[src/rtl/ram_pkg.sv]
// ram_pkg
// Shared definitions for the single-port RAM port controller.
//   grant_e       : which request channel won the most recent contended cycle
//   read_latency  : RAM read latency in cycles for a given Pipelined setting
//   clog2         : ceiling log2, used to size counters and pointers
package ram_pkg;

   typedef enum logic {
      GNT_WRITE = 1'b0,
      GNT_READ  = 1'b1
   } grant_e;

   // A pipelined RAM macro adds one output register stage.
   function automatic int read_latency(input int pipelined);
      return (pipelined != 0) ? 2 : 1;
   endfunction

   function automatic int clog2(input int value);
      int result;
      int rem;
      result = 0;
      rem    = value - 1;
      for (int i = 0; i < 32; i++) begin
         if (rem > 0) begin
            result = result + 1;
            rem    = rem >> 1;
         end
      end
      return result;
   endfunction

endpackage

[src/rtl/resp_fifo.sv]
// resp_fifo
// Synchronous first-word-fall-through FIFO holding read responses.
// The head word sits in an output register; words arriving while the head is
// occupied go to a backing array read through a register.
// Ports:
//   clk, rst          clock, asynchronous active-high reset
//   push, push_data   write one word (caller guarantees space)
//   pop_ready         consumer accepts the head word when out_valid is high
//   out_valid         head word present
//   out_data          head word, stable until popped
module resp_fifo
   import ram_pkg::*;
#(
   parameter int Depth = 4,
   parameter int Width = 8
) (
   input  logic             clk,
   input  logic             rst,
   input  logic             push,
   input  logic [Width-1:0] push_data,
   input  logic             pop_ready,
   output logic             out_valid,
   output logic [Width-1:0] out_data
);

   localparam int PW = (Depth > 1) ? clog2(Depth) : 1;
   localparam int CW = clog2(Depth + 1);

   logic [Width-1:0] mem [Depth];
   logic [PW-1:0]    wr_ptr_reg;
   logic [PW-1:0]    rd_ptr_reg;
   logic [CW-1:0]    store_cnt_reg;
   logic             out_valid_reg;
   logic [Width-1:0] out_data_reg;

   logic pop;
   logic store_empty;
   logic direct;
   logic to_store;
   logic from_store;

   function automatic logic [PW-1:0] ptr_inc(input logic [PW-1:0] p);
      return (p == PW'(Depth - 1)) ? '0 : p + PW'(1);
   endfunction

   assign pop         = out_valid_reg & pop_ready;
   assign store_empty = (store_cnt_reg == '0);
   // A new word bypasses the array when the head register is (or is about
   // to become) free and nothing older is waiting in the array.
   assign direct      = push & (~out_valid_reg | (pop & store_empty));
   assign to_store    = push & ~direct;
   assign from_store  = pop & ~store_empty;

   always_ff @(posedge clk) begin
      if (to_store) begin
         mem[wr_ptr_reg] <= push_data;
      end
   end

   always_ff @(posedge clk or posedge rst) begin
      if (rst) begin
         wr_ptr_reg    <= '0;
         rd_ptr_reg    <= '0;
         store_cnt_reg <= '0;
         out_valid_reg <= 1'b0;
         out_data_reg  <= '0;
      end else begin
         if (direct || from_store) begin
            out_valid_reg <= 1'b1;
         end else if (pop) begin
            out_valid_reg <= 1'b0;
         end
         if (from_store) begin
            out_data_reg <= mem[rd_ptr_reg];
         end else if (direct) begin
            out_data_reg <= push_data;
         end
         if (to_store) begin
            wr_ptr_reg <= ptr_inc(wr_ptr_reg);
         end
         if (from_store) begin
            rd_ptr_reg <= ptr_inc(rd_ptr_reg);
         end
         store_cnt_reg <= store_cnt_reg + CW'(to_store) - CW'(from_store);
      end
   end

   assign out_valid = out_valid_reg;
   assign out_data  = out_data_reg;

endmodule

[src/rtl/ram_sp_port_ctrl.sv]
// ram_sp_port_ctrl
// Initiator-side controller for a single-port RAM macro. Write and read
// request streams are arbitrated onto the one RAM port; read data returns in
// request order on a backpressurable response stream.
// Ports:
//   clk, rst                       clock, asynchronous active-high reset
//   wr_valid/wr_ready, wr_addr, wr_data   write request channel
//   rd_valid/rd_ready, rd_addr            read request channel
//   rsp_valid/rsp_ready, rsp_data         read response channel
//   ram_cen (active low), ram_rdwen (1=read), ram_a, ram_d, ram_q   RAM port
//   busy                           reads in flight or responses buffered
module ram_sp_port_ctrl
   import ram_pkg::*;
#(
   parameter int AddrWidth = 12,
   parameter int DataWidth = 8,
   parameter int Pipelined = 0,
   parameter int RespDepth = 4
) (
   input  logic                 clk,
   input  logic                 rst,
   input  logic                 wr_valid,
   output logic                 wr_ready,
   input  logic [AddrWidth-1:0] wr_addr,
   input  logic [DataWidth-1:0] wr_data,
   input  logic                 rd_valid,
   output logic                 rd_ready,
   input  logic [AddrWidth-1:0] rd_addr,
   output logic                 rsp_valid,
   input  logic                 rsp_ready,
   output logic [DataWidth-1:0] rsp_data,
   output logic                 ram_cen,
   output logic                 ram_rdwen,
   output logic [AddrWidth-1:0] ram_a,
   output logic [DataWidth-1:0] ram_d,
   input  logic [DataWidth-1:0] ram_q,
   output logic                 busy
);

   localparam int Lat = read_latency(Pipelined);
   localparam int CW  = clog2(RespDepth + 1);

   // Low while reset is held and for the first edge after release, so no
   // request is granted until reset has been cleanly released.
   logic           active_reg;
   grant_e         last_gnt_reg;
   logic [CW-1:0]  credits_reg;
   logic [CW-1:0]  credits_next;
   logic [Lat-1:0] pipe_reg;
   logic [Lat-1:0] pipe_next;

   logic rd_elig;
   logic wr_fire;
   logic rd_fire;
   logic contention;
   logic rsp_pop;
   logic resp_push;

   // A read may only issue while a response slot is guaranteed for it.
   assign rd_elig    = active_reg & rd_valid & (credits_reg < CW'(RespDepth));
   assign contention = rd_elig & wr_valid;
   assign wr_fire    = active_reg & wr_valid & (~rd_elig | (last_gnt_reg == GNT_READ));
   assign rd_fire    = rd_elig & (~wr_valid | (last_gnt_reg == GNT_WRITE));

   assign wr_ready = wr_fire;
   assign rd_ready = rd_fire;

   always_comb begin
      ram_cen   = 1'b1;
      ram_rdwen = 1'b1;
      ram_a     = '0;
      ram_d     = '0;
      if (wr_fire) begin
         ram_cen   = 1'b0;
         ram_rdwen = 1'b0;
         ram_a     = wr_addr;
         ram_d     = wr_data;
      end else if (rd_fire) begin
         ram_cen   = 1'b0;
         ram_a     = rd_addr;
      end
   end

   assign rsp_pop = rsp_valid & rsp_ready;

   always_comb begin
      credits_next = credits_reg;
      case ({rd_fire, rsp_pop})
         2'b10:   credits_next = credits_reg + CW'(1);
         2'b01:   credits_next = credits_reg - CW'(1);
         default: credits_next = credits_reg;
      endcase
   end

   // Issued-read marker travels one stage per cycle; when it reaches the last
   // stage, ram_q holds that read's word.
   generate
      for (genvar gi = 0; gi < Lat; gi++) begin : g_pipe
         if (gi == 0) begin : g_head
            assign pipe_next[gi] = rd_fire;
         end else begin : g_tail
            assign pipe_next[gi] = pipe_reg[gi-1];
         end
      end
   endgenerate

   assign resp_push = pipe_reg[Lat-1];

   always_ff @(posedge clk or posedge rst) begin
      if (rst) begin
         active_reg   <= 1'b0;
         last_gnt_reg <= GNT_READ;
         credits_reg  <= '0;
         pipe_reg     <= '0;
      end else begin
         active_reg  <= 1'b1;
         credits_reg <= credits_next;
         pipe_reg    <= pipe_next;
         if (contention) begin
            last_gnt_reg <= rd_fire ? GNT_READ : GNT_WRITE;
         end
      end
   end

   resp_fifo #(
      .Depth (RespDepth),
      .Width (DataWidth)
   ) u_resp_fifo (
      .clk       (clk),
      .rst       (rst),
      .push      (resp_push),
      .push_data (ram_q),
      .pop_ready (rsp_ready),
      .out_valid (rsp_valid),
      .out_data  (rsp_data)
   );

   assign busy = (credits_reg != '0);

endmodule

[config.mk]
export PLATFORM = sky130hd
export DESIGN_NAME = ram_sp_port_ctrl
export DESIGN_NICKNAME = d
export VERILOG_FILES = /design/src/rtl/ram_pkg.sv /design/src/rtl/resp_fifo.sv /design/src/rtl/ram_sp_port_ctrl.sv
export SDC_FILE = /design/constraint.sdc
export NUM_CORES = 1
export LEC_CHECK = 0
export ABC_CLOCK_PERIOD_IN_PS = 3200
export CAP_MARGIN = 30
export CORE_UTILIZATION = 46
export CTS_BUF_LIST = sky130_fd_sc_hd__clkbuf_16
export CTS_CLUSTER_DIAMETER = 30
export DETAILED_ROUTE_END_ITERATION = 16
export PLACE_DENSITY = 0.79
export SYNTH_ARGS = -nofsm -noshare
export SYNTH_HDL_FRONTEND = slang
export SYNTH_SLANG_ARGS = --single-unit
[constraint.sdc]
create_clock -name clk -period 3.2 [get_ports clk]
set_input_delay 0.32 -clock clk [delete_from_list [all_inputs] [get_ports clk]]
set_output_delay 0.32 -clock clk [all_outputs]
set_load 0.05 [all_outputs]
# Yosys cells after proc, flatten, opt, wreduce, memory -nomap -nowiden
# Memories as Yosys holds them, arrays and structs flattened.
# Index checks and enable logic that the tools add are counted.
dict set report totals {
  ff_bits 22
  mem_bits_rw 32
  in_bits 45
  wordCells 63
  n_memories 1
}
# memory depth width read_ports rd_clocked_by_memory_dff write_ports line_no
set mem_list {}
lappend mem_list {u_resp_fifo.mem 4 8 1 0 1 resp_fifo.sv:29} ;# logic [Width-1:0] mem [Depth];
dict set report classes {
  addsub 6
  order_cmp 1
  eq_ne 4
  mux 16
  bitwise_logic 20
  reduce_logical 6
}
# cell count
set ops {}
lappend ops {{12-bit two-way mux} 2}
lappend ops {{8-bit two-way mux} 3}
lappend ops {{1-bit bitwise AND} 11}
lappend ops {{1-bit two-way mux} 8}
lappend ops {{2-bit == test, second input constant} 3}
lappend ops {{1-bit NOT} 6}
lappend ops {{3-bit one-hot mux with 2 select lines} 1}
lappend ops {{2-bit nonzero test} 3}
lappend ops {{2-bit by 1-bit adder with 2-bit output, second input constant} 2}
lappend ops {{2-bit two-way mux} 2}
lappend ops {{3-bit by 1-bit adder with 3-bit output} 1}
lappend ops {{3-bit by 1-bit adder with 3-bit output, second input constant} 1}
lappend ops {{3-bit logical NOT} 1}
lappend ops {{3-bit < comparator, second input constant} 1}
lappend ops {{1-bit OR} 3}
lappend ops {{3-bit nonzero test} 1}
lappend ops {{3-bit by 1-bit subtractor with 3-bit output} 1}
lappend ops {{3-bit by 1-bit subtractor with 3-bit output, second input constant} 1}
lappend ops {{2-bit by 1-bit == test with 1-bit output, second input constant} 1}
lappend ops {{1-bit logical OR} 1}

# Logic depth before layout (Yosys ltp)
# Gate-level depths: netlist (run 1).
dict set report depth {
  word_depth 8
  depth_mapped 11
}

# Cells and area by module
# Synthesis (run 1) repeated with hierarchy kept, for this count alone.
dict set report unflattened {
  cells_unflattened 185
  area_unflattened_um2 2547.4
}
# mod n_inst cells_per_inst area_each_um2
set by_module_without_submodules {}
lappend by_module_without_submodules {resp_fifo 1 130 2039.5}
lappend by_module_without_submodules {ram_sp_port_ctrl 1 55 508.0}

# Worst setup path before layout (run 1)
# OpenSTA, ideal clock, no wires.
dict set report synth_timing {
  path_type {reg-to-reg}
  from {register u_resp_fifo.out_valid_reg (netlist: u_resp_fifo.out_valid)}
  to {register u_resp_fifo.store_cnt_reg[2]}
  setup_ns 0.123
  arrival_time_ns 2.329
  slack_ns 0.748
  path_stages_with_launch 10
  n_path_buf 1
  path_cell_list {dfrtp_1 -> o311a_2 -> clkbuf_1 -> ha_1 -> inv_1 -> ha_1 -> inv_1 -> fa_1 -> xnor2_1 -> xnor2_1}
}
dict set report synth_via {
  word_cells_on_any_way 10
  classes_between {add/sub (2); bitwise (8)}
}
# item line_no
set synth_lines {}
lappend synth_lines {{from (decl)} resp_fifo.sv:33} ;# logic out_valid_reg;
lappend synth_lines {{from (signal assigned)} resp_fifo.sv:65} ;# out_valid_reg <= 1'b0;
lappend synth_lines {{from (signal assigned)} resp_fifo.sv:69} ;# out_valid_reg <= 1'b1;
lappend synth_lines {{from (signal assigned)} resp_fifo.sv:71} ;# out_valid_reg <= 1'b0;
lappend synth_lines {{1-bit bitwise AND} resp_fifo.sv:46} ;# assign pop = out_valid_reg & pop_ready;
lappend synth_lines {{1-bit bitwise AND} resp_fifo.sv:52} ;# assign from_store = pop & ~store_empty;
lappend synth_lines {{via u_resp_fifo.from_store} resp_fifo.sv:40} ;# logic from_store;
lappend synth_lines {{3-bit by 1-bit subtractor with 3-bit output} resp_fifo.sv:84} ;# store_cnt_reg <= store_cnt_reg + CW'(to_store) - CW'(from_store);
lappend synth_lines {{to (signal assigned)} resp_fifo.sv:84}
lappend synth_lines {{to (decl)} resp_fifo.sv:32} ;# logic [CW-1:0] store_cnt_reg;
# The timed path passes the listed nets, and every way through them passes these cells.
# A chain may end at the register's enable or synchronous reset.

# Worst setup path after layout (run 1)
dict set report layout_timing {
  from {input port rd_valid}
  to {output port ram_cen}
}
dict set report layout_via {
  elab_chain_cells 6
  word_cells_on_any_way 8
  classes_between {mux (2); bitwise (6)}
}
# item line_no
set layout_lines {}
lappend layout_lines {{from (decl)} ram_sp_port_ctrl.sv:26} ;# input logic rd_valid,
lappend layout_lines {{1-bit bitwise AND (*) (2 in a row)} ram_sp_port_ctrl.sv:60} ;# assign rd_elig = active_reg & rd_valid & (credits_reg < CW'(RespDepth));
lappend layout_lines {{1-bit NOT} ram_sp_port_ctrl.sv:62} ;# assign wr_fire = active_reg & wr_valid & (~rd_elig | (last_gnt_reg == GNT_READ));
lappend layout_lines {{1-bit OR} ram_sp_port_ctrl.sv:62}
lappend layout_lines {{1-bit bitwise AND} ram_sp_port_ctrl.sv:62}
lappend layout_lines {{1-bit two-way mux (*)} ram_sp_port_ctrl.sv:73} ;# if (wr_fire) begin
lappend layout_lines {{to (decl)} ram_sp_port_ctrl.sv:32} ;# output logic ram_cen,
# Mark *: on every way between the ends. The rest lies on a longest branch, timed or not.

==> impl_metrics.prom, run 1 <==
# TYPE chip_impl_metric gauge
chip_impl_info{name="outcome",value="complete, no violations"} 1
chip_impl_metric{name="timing.critical_path.arrival",unit="ns"} 2.26
chip_impl_metric{name="synth_edf_count",unit=""} 32
chip_impl_info{name="hold_path_class",value="reg2reg"} 1
chip_impl_info{name="synthTopCellsByArea",value="sky130_fd_sc_hd__edfxtp_1 39%, sky130_fd_sc_hd__dfrtp_1 21%, sky130_fd_sc_hd__mux4_2 7.2%"} 1
chip_impl_metric{name="core_area",unit="um2"} 5172
chip_impl_metric{name="slew-limit-headroom",unit=""} 0.4411
chip_impl_metric{name="fp.dieArea",unit="um2"} 5711
chip_impl_metric{name="first_global_vias",unit=""} 1597
chip_impl_metric{name="vias",unit=""} 1640
chip_impl_info{name="cp-end-kind",value="primary output"} 1
chip_impl_metric{name="clk_pin_slew_worst_paths",unit="ns"} 0.07
chip_impl_metric{name="syn_avg_cell_area",unit="um2"} 15.09
chip_impl_metric{name="cts_buffer_depth",unit=""} 2
chip_impl_metric{name="grt_first_pass_wirelength",unit="um"} 8217
chip_impl_metric{name="synth-seq-area-share",unit=""} 0.6075
chip_impl_metric{name="cp_data_required_time",unit="ns"} 2.88
chip_impl_metric{name="count_of_antenna_violating_nets_left_after_detailed_routing",unit=""} 0
chip_impl_metric{name="max_clock_freq",unit="GHz"} 0.3870
chip_impl_metric{name="syn_nets",unit=""} 220
chip_impl_metric{name="gr-total-overflow",unit=""} 0
chip_impl_metric{name="timing.setup.tns",unit="ns"} 0
chip_impl_info{name="grt_setup_unrepaired",value="false"} 1
chip_impl_metric{name="grt_start_max_net_pins",unit=""} 23
chip_impl_metric{name="dpl.hpwl",unit="um"} 4027
chip_impl_metric{name="total_power",unit="mW"} 2.899
chip_impl_metric{name="floorplan.die.height",unit="um"} 75.57
chip_impl_metric{name="ir_worst_vdd",unit="mV"} 0.4666
chip_impl_metric{name="timing_max_transition_violations_final",unit=""} 0
chip_impl_metric{name="htree_num_levels",unit=""} 2
chip_impl_metric{name="worst_clock_skew",unit="ns"} 0.009555
chip_impl_info{name="mostFrequentLayoutCell",value="sky130_fd_sc_hd__clkdlybuf4s50_1"} 1
chip_impl_metric{name="design.final.nets",unit=""} 299
chip_impl_metric{name="first_pass_iters",unit=""} 4
chip_impl_metric{name="hold_violations",unit=""} 0
chip_impl_metric{name="static-leakage-power",unit="nW"} 1.441
chip_impl_metric{name="seq_area",unit="um2"} 1513
chip_impl_metric{name="final.min_clock_period",unit="ns"} 2.584
chip_impl_info{name="critical_path.startpoint_type",value="input pin"} 1
chip_impl_metric{name="insertedDiodeCount",unit=""} 0
chip_impl_metric{name="largest_register_ff_count",unit=""} 32
chip_impl_metric{name="final_layout_size_suffix_gt1_frac",unit=""} 0.2204
chip_impl_metric{name="port_buffers",unit=""} 78
chip_impl_metric{name="synthCells",unit=""} 165
chip_impl_metric{name="clk_latency",unit="ns"} 0.29
chip_impl_metric{name="syn_area",unit="um2"} 2490
chip_impl_metric{name="cts_hold_repair.buffers",unit=""} 0
chip_impl_info{name="leading_cell_types_in_the_layout_fill_and_taps_excluded",value="57 x sky130_fd_sc_hd__clkdlybuf4s50_1, 32 x sky130_fd_sc_hd__edfxtp_1, 21 x sky130_fd_sc_hd__dfrtp_1"} 1
chip_impl_metric{name="min_period_over_period",unit=""} 0.8075
chip_impl_metric{name="fp-row-count",unit=""} 26
chip_impl_metric{name="async_flop_share",unit=""} 0.4074
chip_impl_metric{name="start_util",unit=""} 0.4814
chip_impl_metric{name="critical_path.max_fanout",unit=""} 8
chip_impl_metric{name="synth_largest_type_area_fraction",unit=""} 0.3859
chip_impl_metric{name="area_growth",unit="%"} 47.69
chip_impl_metric{name="power_per_cell_area",unit="nW/um2"} 788.2
chip_impl_metric{name="n_fill_cell",unit=""} 331
chip_impl_metric{name="post-cts-setup-buffer-count",unit=""} 0
chip_impl_metric{name="synthesis_stage_register_bit_count",unit=""} 54
chip_impl_metric{name="setup_viol_count_final",unit=""} 0
chip_impl_metric{name="post_cts_resized",unit=""} 0
chip_impl_info{name="clk_tree_root_cell",value="sky130_fd_sc_hd__clkbuf_16"} 1
chip_impl_info{name="synthFlopType",value="sky130_fd_sc_hd__edfxtp_1"} 1
chip_impl_metric{name="remaining_drc_errors",unit=""} 0
chip_impl_metric{name="vias_per_cell",unit=""} 5.206
chip_impl_metric{name="synth-warning-count",unit=""} 0
chip_impl_metric{name="maxCapViolations",unit=""} 0
chip_impl_metric{name="tritoncts_num_sinks",unit=""} 54
chip_impl_metric{name="multiInputGateArea",unit="um2"} 884.6
chip_impl_info{name="timing.setup.critical_path_class",value="in2out"} 1
chip_impl_metric{name="cts_buffer_count",unit=""} 5
chip_impl_metric{name="worst_slew_pin_slew",unit="ns"} 0.8374
chip_impl_metric{name="ios",unit=""} 79
chip_impl_metric{name="globalplace.congestion",unit=""} 0.7022
chip_impl_metric{name="die_w",unit="um"} 75.57
chip_impl_metric{name="worst-r2r-cell-count",unit=""} 8
chip_impl_metric{name="drt-initial-drc-count",unit=""} 132
chip_impl_metric{name="groute.usage.overall",unit=""} 0.2015
chip_impl_info{name="tritoncts",value="done"} 1
chip_impl_metric{name="hold-path-cell-count",unit=""} 1
chip_impl_metric{name="drt_wl_total",unit="um"} 5639
chip_impl_metric{name="wire_per_inst",unit="um"} 17.90
chip_impl_info{name="netlist.top_cell.by_area",value="sky130_fd_sc_hd__edfxtp_1"} 1
chip_impl_metric{name="initial_antenna_violation_count",unit=""} 0
chip_impl_metric{name="netlist-cell-type-count",unit=""} 35
==> final timing paths <==
check,start,end,slack (ns)
worst min register to register,last_gnt_reg,last_gnt_reg,0.50
max in group asynchronous,rst,u_resp_fifo.rd_ptr_reg[1],2.17
worst max register to register,u_resp_fifo.store_cnt_reg[1],u_resp_fifo.store_cnt_reg[2],0.89
min in group asynchronous,rst,credits_reg[2],0.51
worst min-delay path,last_gnt_reg,last_gnt_reg,0.50
worst max-delay path,rd_valid,ram_cen,0.62
==> critical path, stage by stage <==
cell                              delay [ns]
sky130_fd_sc_hd__clkdlybuf4s50_1        0.46
sky130_fd_sc_hd__nor2b_1                0.23
sky130_fd_sc_hd__a21oi_1                0.24
sky130_fd_sc_hd__nor2_1                 0.18
sky130_fd_sc_hd__clkdlybuf4s50_1        0.83
==> cells in the mapped netlist, drive strengths merged (2+ instances only) <==
cell / instances
edfxtp: 32
and2: 21
dfrtp: 21
inv: 14
a22o: 12
a221o: 8
ha: 8
mux4: 8
clkbuf: 5
mux2: 4
nor2: 4
xnor2: 4
buf: 3
and3: 2
fa: 2
nand2: 2
xor2: 2
==> kinds of logic after synthesis <==
kind of cell               synth area share
AOI/OAI and AO/OA                   0.09548
xor gates and xnor gates            0.02111
adders and majority gates           0.05628
buffers and inverters               0.03719
DFF                                  0.6075
muxes                               0.09749
other                              0.001506
and+or+nand+nor                     0.08342
==> layout make-up <==
class / instances / area share
flip-flops and latches: 54 / 0.4114
repair buffers: 80 / 0.2702
multi-input cells: 89 / 0.2406
clock buffers: 5 / 0.03403
well taps: 70 / 0.02382
inverters: 14 / 0.01429
clock inverters: 3 / 0.005784
==> routing by layer <==
layer | vias up | part of all wire | global-route usage
met5 | - | 0 | 0
met2 | 40 | 0.54 | 0.3224
met4 | 0 | 0.011 | 0.04733
met1 | 829 | 0.42 | 0.2913
li1 | 765 | - | -
met3 | 6 | 0.031 | 0.03439
==> per-stage QoR <==
stage	std cells	hold WS, ns	setup slack [ns]	util	cell area (um2)
after floorplan	165	0.3085	0.7479	-	2490
after global placement	307	0.4798	0.6583	0.6826	3531
after detailed placement	307	0.4849	0.6485	0.6826	3531
after CTS	315	0.4978	0.6196	0.7109	3677
after global routing	315	0.5193	0.4732	0.7109	3677
final	315	0.4978	0.6161	0.7109	3677
==> where the power goes <==
group / internal, mW / total, mW / switching, mW
clock network: 0.290 / 0.527 / 0.237
registers: 0.897 / 1.07 / 0.176
logic: 0.621 / 1.30 / 0.678
No activity file was read; power rests on OpenSTA's default activity.
==> run 2, diff against run 1 <==
--- a/config.mk
+++ b/config.mk
@@ -5,7 +5,7 @@
 export SDC_FILE = /design/constraint.sdc
 export NUM_CORES = 1
 export LEC_CHECK = 0
-export ABC_CLOCK_PERIOD_IN_PS = 3200
+export ABC_CLOCK_PERIOD_IN_PS = 2400
 export CAP_MARGIN = 30
 export CORE_UTILIZATION = 46
 export CTS_BUF_LIST = sky130_fd_sc_hd__clkbuf_16
==> constraint.sdc (replaced) <==
create_clock -name clk -period 2.4 [get_ports clk]
set_input_delay 0.24 -clock clk [delete_from_list [all_inputs] [get_ports clk]]
set_output_delay 0.24 -clock clk [all_outputs]
set_load 0.05 [all_outputs]
==> impl_metrics.prom, run 2 (same netlist as run 1, synthesis figures left out) <==
# TYPE chip_impl_metric gauge
chip_impl_metric{name="min_period_over_period",unit=""} 0.9004
chip_impl_metric{name="wire_per_inst",unit="um"} 16.37
chip_impl_metric{name="die_w",unit="um"} 75.57
chip_impl_metric{name="cpPeakStageDelay",unit="ns"} 0.45
chip_impl_info{name="leading_cell_types_in_the_layout_fill_and_taps_excluded",value="54 x sky130_fd_sc_hd__clkdlybuf4s50_1, 32 x sky130_fd_sc_hd__edfxtp_1, 22 x sky130_fd_sc_hd__buf_12"} 1
chip_impl_metric{name="core_area",unit="um2"} 5172
chip_impl_metric{name="vias_per_cell",unit=""} 5.044
chip_impl_metric{name="grt_first_pass_wirelength",unit="um"} 7486
chip_impl_metric{name="first_pass_iters",unit=""} 4
chip_impl_metric{name="clk_latency",unit="ns"} 0.28
chip_impl_metric{name="vias",unit=""} 1604
chip_impl_metric{name="initial_antenna_violation_count",unit=""} 0
chip_impl_metric{name="hold_violations",unit=""} 0
chip_impl_metric{name="count_of_antenna_violating_nets_left_after_detailed_routing",unit=""} 0
chip_impl_metric{name="cts_buffer_count",unit=""} 5
chip_impl_metric{name="dpl.hpwl",unit="um"} 3780
chip_impl_info{name="clk_tree_root_cell",value="sky130_fd_sc_hd__clkbuf_16"} 1
chip_impl_metric{name="drt_wl_total",unit="um"} 5206
chip_impl_metric{name="ir_worst_vdd",unit="mV"} 0.7772
chip_impl_metric{name="slew-limit-headroom",unit=""} 0.5964
chip_impl_metric{name="drt-initial-drc-count",unit=""} 92
chip_impl_metric{name="cts_buffer_depth",unit=""} 2
chip_impl_metric{name="final.min_clock_period",unit="ns"} 2.161
chip_impl_metric{name="grt_start_max_net_pins",unit=""} 24
chip_impl_metric{name="static-leakage-power",unit="nW"} 1.478
chip_impl_metric{name="port_buffers",unit=""} 78
chip_impl_metric{name="post_cts_resized",unit=""} 0
chip_impl_metric{name="final_layout_size_suffix_gt1_frac",unit=""} 0.2460
chip_impl_metric{name="fp-row-count",unit=""} 26
chip_impl_metric{name="maxCapViolations",unit=""} 0
chip_impl_metric{name="fp.dieArea",unit="um2"} 5711
chip_impl_info{name="timing.critical_path.max_delay_family",value="adder cells"} 1
chip_impl_metric{name="area_growth",unit="%"} 50.10
chip_impl_metric{name="remaining_drc_errors",unit=""} 0
chip_impl_metric{name="timing.critical_path.arrival",unit="ns"} 2.36
chip_impl_metric{name="critical_path.max_fanout",unit=""} 5
chip_impl_info{name="critical_path.slowest_cell",value="sky130_fd_sc_hd__dfrtp_1"} 1
chip_impl_metric{name="ios",unit=""} 79
chip_impl_metric{name="setup_viol_count_final",unit=""} 0
chip_impl_metric{name="clk_pin_slew_worst_paths",unit="ns"} 0.07
chip_impl_metric{name="worst_slew_pin_slew",unit="ns"} 0.6054
chip_impl_metric{name="post-cts-setup-buffer-count",unit=""} 0
chip_impl_metric{name="critical_path_buf_inv_count",unit=""} 2
chip_impl_info{name="tritoncts",value="done"} 1
chip_impl_metric{name="htree_num_levels",unit=""} 2
chip_impl_metric{name="insertedDiodeCount",unit=""} 0
chip_impl_metric{name="first_global_vias",unit=""} 1426
chip_impl_metric{name="cp_data_required_time",unit="ns"} 2.60
chip_impl_metric{name="cts_hold_repair.buffers",unit=""} 0
chip_impl_metric{name="timing_max_transition_violations_final",unit=""} 0
chip_impl_metric{name="start_util",unit=""} 0.4814
chip_impl_info{name="outcome",value="complete, no violations"} 1
chip_impl_metric{name="worst_clock_skew",unit="ns"} 0.005877
chip_impl_metric{name="gr-total-overflow",unit=""} 0
chip_impl_metric{name="globalplace.congestion",unit=""} 0.7525
chip_impl_info{name="mostFrequentLayoutCell",value="sky130_fd_sc_hd__clkdlybuf4s50_1"} 1
chip_impl_metric{name="floorplan.die.height",unit="um"} 75.57
chip_impl_info{name="grt_setup_unrepaired",value="false"} 1
chip_impl_metric{name="total_power",unit="mW"} 3.957
chip_impl_info{name="timing.setup.critical_path_class",value="reg2reg"} 1
chip_impl_metric{name="tritoncts_num_sinks",unit=""} 54
chip_impl_metric{name="largest_register_ff_count",unit=""} 32
chip_impl_info{name="hold_path_class",value="in2async"} 1
chip_impl_metric{name="max_clock_freq",unit="GHz"} 0.4628
chip_impl_info{name="critical_path.cell_chain",value="o311a_2 -> ha_1 -> inv_1 -> ha_1 -> inv_1 -> fa_1 -> xnor2_1 -> xnor2_1"} 1
chip_impl_info{name="critical_path.startpoint_type",value="register"} 1
chip_impl_info{name="cp-end-kind",value="register"} 1
chip_impl_metric{name="design.final.nets",unit=""} 302
chip_impl_metric{name="power_per_cell_area",unit="nW/um2"} 1059
chip_impl_metric{name="timing.setup.tns",unit="ns"} 0
chip_impl_metric{name="groute.usage.overall",unit=""} 0.1864
## run 2: cell types whose count changed in the layout (fill, tap and decap cells not counted)
cell / change
sky130_fd_sc_hd__buf_12: +2
sky130_fd_sc_hd__buf_4: +4
sky130_fd_sc_hd__bufinv_16: +1
sky130_fd_sc_hd__clkdlybuf4s50_1: -3
sky130_fd_sc_hd__clkinv_2: +1
sky130_fd_sc_hd__clkinv_4: -1
sky130_fd_sc_hd__clkinvlp_4: -1
sky130_fd_sc_hd__dfrtp_1: -1
sky130_fd_sc_hd__dfrtp_2: +1
## run 2: path summary, 6_finish.rpt
path | slack, ns | end | cells after the start | from
max | 0.24 | u_resp_fifo.store_cnt_reg[2] | 8 | u_resp_fifo.store_cnt_reg[1]
min | 0.27 | u_resp_fifo.out_data[5] | 2 | rst
max reg2reg | 0.24 | u_resp_fifo.store_cnt_reg[2] | 8 | u_resp_fifo.store_cnt_reg[1]
min reg2reg | 0.50 | credits_reg[0] | 1 | credits_reg[0]
max in group asynchronous | 1.60 | u_resp_fifo.rd_ptr_reg[1] | 3 | rst
min in group clk | 0.50 | credits_reg[0] | 1 | credits_reg[0]
## run 2: cell type report
class / instances / area [um2]
sequential: 54 / 1514
fill: 346 / 1435
clock buffer: 5 / 125.1
multi-input combinational: 89 / 884.6
inverter: 14 / 52.55
timing repair buffer: 83 / 1033
tap: 70 / 87.58
clock inverter: 3 / 40.04
## run 2: per-stage QoR
stage	cells	utilization	setup WS, ns	hold WS [ns]	cell area, um2
after floorplan	165	-	0.1506	0.2284	2491
after global placement	310	0.6906	0.1492	0.4781	3572
after detailed placement	310	0.6906	0.1096	0.4878	3572
after CTS	318	0.7225	0.2229	0.2838	3737
after global routing	318	0.7225	0.1200	0.3269	3737
final	318	0.7225	0.2390	0.2740	3737
## run 2: routing by layer
layer,part of all wire,global-route usage
met1,0.45,0.2661
met2,0.52,0.2867
met3,0.014,0.03175
met4,0.011,0.07407
met5,0,0
## run 2: where the power goes
group / leakage, nW / switching, mW / internal (mW)
Clock: 0.0836 / 0.298 / 0.488
Sequential: 0.553 / 0.229 / 1.20
Combinational: 0.841 / 0.889 / 0.855
Total: 1.48 / 1.42 / 2.54
